File: config.mk
export PLATFORM = sky130hd
export DESIGN_NAME = rssb_mc_core
export DESIGN_NICKNAME = d
export VERILOG_FILES = /design/src/rtl/rssb_mc_core.sv
export SDC_FILE = /design/constraint.sdc
export NUM_CORES = 2
export LEC_CHECK = 0
export BUFFER_PORTS_ARGS = -buffer_cell sky130_fd_sc_hd__buf_2
export CORE_MARGIN = 1.5
export CORE_UTILIZATION = 57
export CTS_CLUSTER_DIAMETER = 50
export DETAILED_ROUTE_END_ITERATION = 8
export PLACE_DENSITY = 0.79
export SETUP_SLACK_MARGIN = 0.4
export SYNTH_ARGS = -nofsm -noshare
export SYNTH_HDL_FRONTEND = slang
export SYNTH_SLANG_ARGS = --single-unit
File: constraint.sdc
create_clock -name clk -period 15.2 [get_ports clk]
set_input_delay 3.04 -clock clk [delete_from_list [all_inputs] [get_ports clk]]
set_output_delay 3.04 -clock clk [all_outputs]
set_load 0.01 [all_outputs]
File: src/rtl/rssb_mc_core.sv
// Multi-cycle RSSB (reverse-subtract, skip-if-borrow) processor with a unified
// program/data RAM, host load port, memory-mapped PC/ACC/ZERO/IO/HALT and an output stream.
`timescale 1ns/1ps
module rssb_mc_core #(
  parameter int WIDTH    = 8,
  parameter int DEPTH    = 256,
  parameter int START_PC = 16,
  parameter int CNT_W    = 16,
  localparam int ADDR_W  = $clog2(DEPTH)
) (
  input  logic              clk,
  input  logic              rst,
  input  logic              start,
  output logic              busy,
  output logic              done,
  input  logic              load_en,
  input  logic [ADDR_W-1:0] load_addr,
  input  logic [WIDTH-1:0]  load_data,
  input  logic [WIDTH-1:0]  in_data,
  output logic              out_valid,
  input  logic              out_ready,
  output logic [WIDTH-1:0]  out_data,
  output logic [ADDR_W-1:0] pc,
  output logic [WIDTH-1:0]  acc,
  output logic [CNT_W-1:0]  instr_count
);

  localparam logic [ADDR_W-1:0] A_PC   = ADDR_W'(0);
  localparam logic [ADDR_W-1:0] A_ACC  = ADDR_W'(1);
  localparam logic [ADDR_W-1:0] A_ZERO = ADDR_W'(2);
  localparam logic [ADDR_W-1:0] A_IO   = ADDR_W'(3);
  localparam logic [ADDR_W-1:0] A_HALT = ADDR_W'(4);
  localparam logic [ADDR_W-1:0] A_RAM  = ADDR_W'(5);
  localparam logic [ADDR_W:0]   DEPTH_X = (ADDR_W+1)'(DEPTH);

  typedef enum logic [2:0] {
    ST_IDLE     = 3'd0,
    ST_FETCH    = 3'd1,
    ST_DECODE   = 3'd2,
    ST_EXEC     = 3'd3,
    ST_OUT_WAIT = 3'd4,
    ST_HALT     = 3'd5
  } state_t;

  state_t              state_r;
  logic [WIDTH-1:0]    mem_r [DEPTH];
  logic [WIDTH-1:0]    rdata_r;
  logic [ADDR_W-1:0]   opaddr_r;

  logic [ADDR_W-1:0]   raddr_s;
  logic [ADDR_W-1:0]   dec_addr_s;
  logic [WIDTH-1:0]    operand_s;
  logic [WIDTH-1:0]    result_s;
  logic                neg_s;
  logic [ADDR_W:0]     pc_sum_s;
  logic [ADDR_W-1:0]   pc_next_s;
  logic                mem_we_s;
  logic [ADDR_W-1:0]   mem_waddr_s;
  logic [WIDTH-1:0]    mem_wdata_s;

  assign dec_addr_s = rdata_r[ADDR_W-1:0];

  // Operand selection, subtraction and skip-aware PC increment
  always_comb begin
    case (opaddr_r)
      A_PC:    operand_s = WIDTH'(pc);
      A_ACC:   operand_s = acc;
      A_ZERO:  operand_s = {WIDTH{1'b0}};
      A_IO:    operand_s = in_data;
      default: operand_s = rdata_r;
    endcase
    result_s = operand_s - acc;
    neg_s    = result_s[WIDTH-1];
    pc_sum_s = {1'b0, pc} + (neg_s ? (ADDR_W+1)'(2) : (ADDR_W+1)'(1));
    if (pc_sum_s >= DEPTH_X) begin
      pc_next_s = ADDR_W'(pc_sum_s - DEPTH_X);
    end else begin
      pc_next_s = ADDR_W'(pc_sum_s);
    end
  end

  // RAM port steering: host loads only while not busy, otherwise the EXEC write-back
  always_comb begin
    mem_we_s    = 1'b0;
    mem_waddr_s = load_addr;
    mem_wdata_s = load_data;
    if (load_en && !busy) begin
      mem_we_s = 1'b1;
    end else if (state_r == ST_EXEC && opaddr_r >= A_RAM) begin
      mem_we_s    = 1'b1;
      mem_waddr_s = opaddr_r;
      mem_wdata_s = result_s;
    end else begin
      mem_we_s = 1'b0;
    end
    if (state_r == ST_FETCH) begin
      raddr_s = pc;
    end else begin
      raddr_s = dec_addr_s;
    end
  end

  // Unified program/data RAM: synchronous write, registered read, never cleared
  always_ff @(posedge clk) begin
    if (mem_we_s) begin
      mem_r[mem_waddr_s] <= mem_wdata_s;
    end
    rdata_r <= mem_r[raddr_s];
  end

  // Control FSM with registered status, architectural state and output stream
  always_ff @(posedge clk or posedge rst) begin
    if (rst) begin
      state_r     <= ST_IDLE;
      pc          <= {ADDR_W{1'b0}};
      acc         <= {WIDTH{1'b0}};
      busy        <= 1'b0;
      done        <= 1'b0;
      out_valid   <= 1'b0;
      out_data    <= {WIDTH{1'b0}};
      instr_count <= {CNT_W{1'b0}};
      opaddr_r    <= {ADDR_W{1'b0}};
    end else begin
      case (state_r)
        ST_IDLE, ST_HALT: begin
          if (start) begin
            pc          <= ADDR_W'(START_PC);
            acc         <= {WIDTH{1'b0}};
            instr_count <= {CNT_W{1'b0}};
            done        <= 1'b0;
            busy        <= 1'b1;
            state_r     <= ST_FETCH;
          end
        end
        ST_FETCH: begin
          state_r <= ST_DECODE;
        end
        ST_DECODE: begin
          opaddr_r <= dec_addr_s;
          if (dec_addr_s == A_HALT) begin
            busy    <= 1'b0;
            done    <= 1'b1;
            state_r <= ST_HALT;
          end else begin
            state_r <= ST_EXEC;
          end
        end
        ST_EXEC: begin
          acc <= result_s;
          // A PC write is a jump: the borrow skip does not apply
          if (opaddr_r == A_PC) begin
            pc <= result_s[ADDR_W-1:0];
          end else begin
            pc <= pc_next_s;
          end
          if (instr_count != {CNT_W{1'b1}}) begin
            instr_count <= instr_count + CNT_W'(1);
          end
          if (opaddr_r == A_IO) begin
            out_data  <= result_s;
            out_valid <= 1'b1;
            state_r   <= ST_OUT_WAIT;
          end else begin
            state_r <= ST_FETCH;
          end
        end
        ST_OUT_WAIT: begin
          if (out_ready) begin
            out_valid <= 1'b0;
            state_r   <= ST_FETCH;
          end
        end
        default: begin
          state_r <= ST_IDLE;
        end
      endcase
    end
  end

endmodule

==> qor.csv <==
metric;value;unit
routed_via_density;6.831;
root_buffer;clkbuf_16;
antenna_found_initial;16;
hpwlAfterDp;140.9;mm
maxCapViolCount;0;
finalHoldViolCount;0;
fp.coreArea;147500;um2
finClkSkew;0.02992;ns
drc;0;
path_buf_inv;4;
critical_path.endpoint_type;flop;
io_buffers;71;
cts_buffers;195;
p_per_area;204.1;nW/um2
ys_seq_area_share;74.48;%
dieArea;150700;um2
rsz0062_at_grt;no;
rows;141;
drive_gt1_share;11.99;%
finalSetupViolCount;0;
outcome;complete, no violations;
synth_enable_flop_cells;2048;
grt_use_met2;46.96;%
clock_tree.buffer_depth;3;
gr-total-overflow;0;
startpoint_type;input pin;
wirelength;244.9;mm
critPathSlowestCell;buf_4;
cts_tree;yes;
final_cells;7895;
track_usage;32.20;%
clkSinkCount;2110;
grt_pass1_vias;51827;
synthFlopType;edfxtp_1;
p_leak;30.51;nW
max_freq;0.1380;GHz
critical_path_depth;16;
cp.required;15.69;ns
path_clk_slew;0.06;ns
num-fill-cells;9907;
cts_setup_buffers;0;
crit_arrival;7.74;ns
path_class;in -> reg;
met3_usage;9.150;%
layout_common_cells;edfxtp_1 (2,048), nand2_1 (1,315), nand3_1 (376);
netlist_instances;5767;
crit_fanout;165;
vdd_drop_max;0.2205;mV
cts_max_level;4;
areaGrowthSynthToFinish;9.962;%
ant_nets;0;
dp.cells;7532;
post_dp_cell_area;86690;um2
tns;0;ns
crit_end;mem_r[192][7];
max_stage_delay;0.79;ns
io_pins;72;
layout_commonest_cell;edfxtp_1;
startpoint;in_data[1];
critPathTopFamily;buffers and inverters;
post-place-ws;7.257;ns
final_nets;5839;
top_usage_layer;met2;
die_y;388.3;um
tightestPinTransition;1.435;ns
place.gp.congestion;0.9741;
cts_hold_buf;0;
die_w;388.3;um
avgSynthCellArea;14.67;um2
grt_max_degree;189;
syn-cell-area;84600;um2
report.final.slew_viol_count;0;
clock_latency;0.83;ns
yosysUniqueCellTypes;83;
start_util;57.36;%
synth_fp_nets;5807;
critPathMostFrequentCell;o21ai_0;
dr_total_vias;53931;
whs;0.4767;ns
wire_per_inst;31.02;um
fin_area;93030;um2
async_flop_share;2.559;%
period_share;47.69;%
dr.pass1.iters;8;
r2r_slack;8.37;ns
grtUsageMet1;43.58;%
crit_chain;buf_2, nand2_1, o21ai_0, a22oi_1, o21ai_0, ha_1, nor2b_1, o21ai_0, a21boi_0, o21ai_0, a21oi_1, xnor2_1, clkinv_1, o21ai_4, buf_12, buf_4;
synth_seq_cells;2110;
synth-warning-count;0;
timing.final.ws_setup;7.952;ns
cts_resized;0;
r2r-end;dec_addr_s[2];
finalCriticalPeriod;7.248;ns
worstRegToRegCells;11;
r2r-start;state_r[0];
hold_class;reg -> reg;
first_iter_violations;10365;
grt_pass1_wl;353.6;mm
max_slew_margin;3.445;%
## worst min path at each step
| stage | startpoint | endpoint | slack (ns) | cells past startpoint |
|---|---|---|---|---|
| after floorplan | out_data[0] | out_data[0] | 0.52 | 2 |
| after global placement | out_data[3] | out_data[3] | 0.46 | 2 |
| after detailed placement | out_data[3] | out_data[3] | 0.47 | 2 |
| after CTS | out_data[3] | out_data[3] | 0.48 | 2 |
| after global routing | out_data[5] | out_data[5] | 0.50 | 2 |
| final | out_data[3] | out_data[3] | 0.48 | 2 |
## per-layer routing
metal,vias to the layer above,part of all wire (%)
met3,946,15
met5,-,0.054
met1,26251,34
met4,16,7.0
li1,21899,-
met2,4819,44
## registers in the layout, summed over array words and instances (netlist names)
register     count
out_data         8
mem_r         2048
done             1
acc              8
pc               8
out_valid        1
opaddr_r         8
state_r          3
instr_count     16
dec_addr_s       8
busy             1
## through the flow
step | power [mW] | utilization [%]
CTS | 18.65 | 63.07
finish | 18.98 | 63.08
global route | 19.33 | 63.07
detailed placement | 13.83 | 58.78
floorplan | 11.53 | -
global placement | 13.71 | 58.78
## worst register-to-register path, cell delays in order (launching register included)
cell      delay [ns]
dfrtp_1         0.58
or3b_2          0.49
buf_4           0.33
a21oi_4         0.27
buf_12          0.63
buf_4           0.81
buf_4           0.74
mux4_2          0.63
o211ai_1        0.23
a41oi_1         0.43
nor4_1          1.22
nand3_1         0.27
## cell usage after synthesis, types with 5 or more instances
| cell type | number | area, um2 |
|---|---|---|
| a31oi_1 | 101 | 631.9 |
| buf_4 | 47 | 352.8 |
| dfrtp_1 | 54 | 1351 |
| buf_1 | 26 | 97.59 |
| a32oi_1 | 28 | 245.2 |
| o22ai_1 | 48 | 300.3 |
| a21oi_1 | 142 | 710.7 |
| xor2_1 | 8 | 70.07 |
| a221oi_1 | 11 | 96.34 |
| nor2b_1 | 5 | 31.28 |
| dfxtp_1 | 8 | 160.2 |
| a311oi_1 | 32 | 280.3 |
| o21bai_1 | 6 | 45.04 |
| clkbuf_1 | 137 | 514.2 |
| edfxtp_1 | 2048 | 61500 |
| or3_1 | 10 | 62.56 |
| a22oi_1 | 35 | 262.8 |
| nand3_1 | 377 | 1887 |
| mux2_2 | 31 | 349.1 |
| and3_1 | 60 | 375.4 |
| ha_1 | 9 | 112.6 |
| nand3b_1 | 12 | 90.09 |
| nor2_1 | 349 | 1310 |
| xnor2_1 | 9 | 78.83 |
| buf_6 | 25 | 281.5 |
| a211oi_1 | 11 | 82.58 |
| o2111ai_1 | 63 | 551.8 |
| mux2i_1 | 113 | 1131 |
| o21ai_0 | 113 | 565.5 |
| buf_2 | 103 | 515.5 |
| nand2b_1 | 21 | 131.4 |
| nor4_1 | 26 | 162.7 |
| buf_12 | 5 | 100.1 |
| nand2_1 | 1319 | 4951 |
| o31ai_1 | 5 | 37.54 |
| o211ai_1 | 11 | 82.58 |
| nand4_1 | 48 | 300.3 |
| inv_1 | 21 | 78.83 |
| a41oi_1 | 22 | 192.7 |
| nor3_1 | 28 | 140.1 |
| and2_1 | 5 | 31.28 |
| mux4_2 | 161 | 3626 |
## layout make-up
class / count / area [um2] / share of cell area (%)
sequential: 2110 / 63010 / 67.73
clock buffer: 249 / 5206 / 5.596
antenna: 4 / 10.01 / 0.01076
clock inverter: 110 / 1124 / 1.208
tap: 1930 / 2415 / 2.596
multi-input combinational: 3287 / 19800 / 21.28
inverter: 22 / 82.58 / 0.08877
timing repair buffer: 183 / 1384 / 1.488
## power breakdown
| group | leakage (nW) | switching (mW) | internal, mW |
|---|---|---|---|
| Clock | 3.07 | 2.14 | 2.75 |
| Combinational | 8.27 | 5.18 | 1.81 |
| Sequential | 19.2 | 0.113 | 6.99 |
| Total | 30.5 | 7.43 | 11.6 |
## logic make-up (layout without fill, tap and decap cells)
logic type,count (synthesis),count (layout),synth area share (%)
AND/OR/NAND/NOR,2287,2287,11.47
flip-flops,2110,2110,74.48
AO/OA/AOI/OAI,663,663,5.203
buffers and inverters,370,564,2.375
multiplexers,309,309,6.114
XOR/XNOR,17,17,0.1760
adder cells (fa/ha/maj),11,11,0.1804
other,0,4,0
No activity file was read; power rests on OpenSTA's default activity.
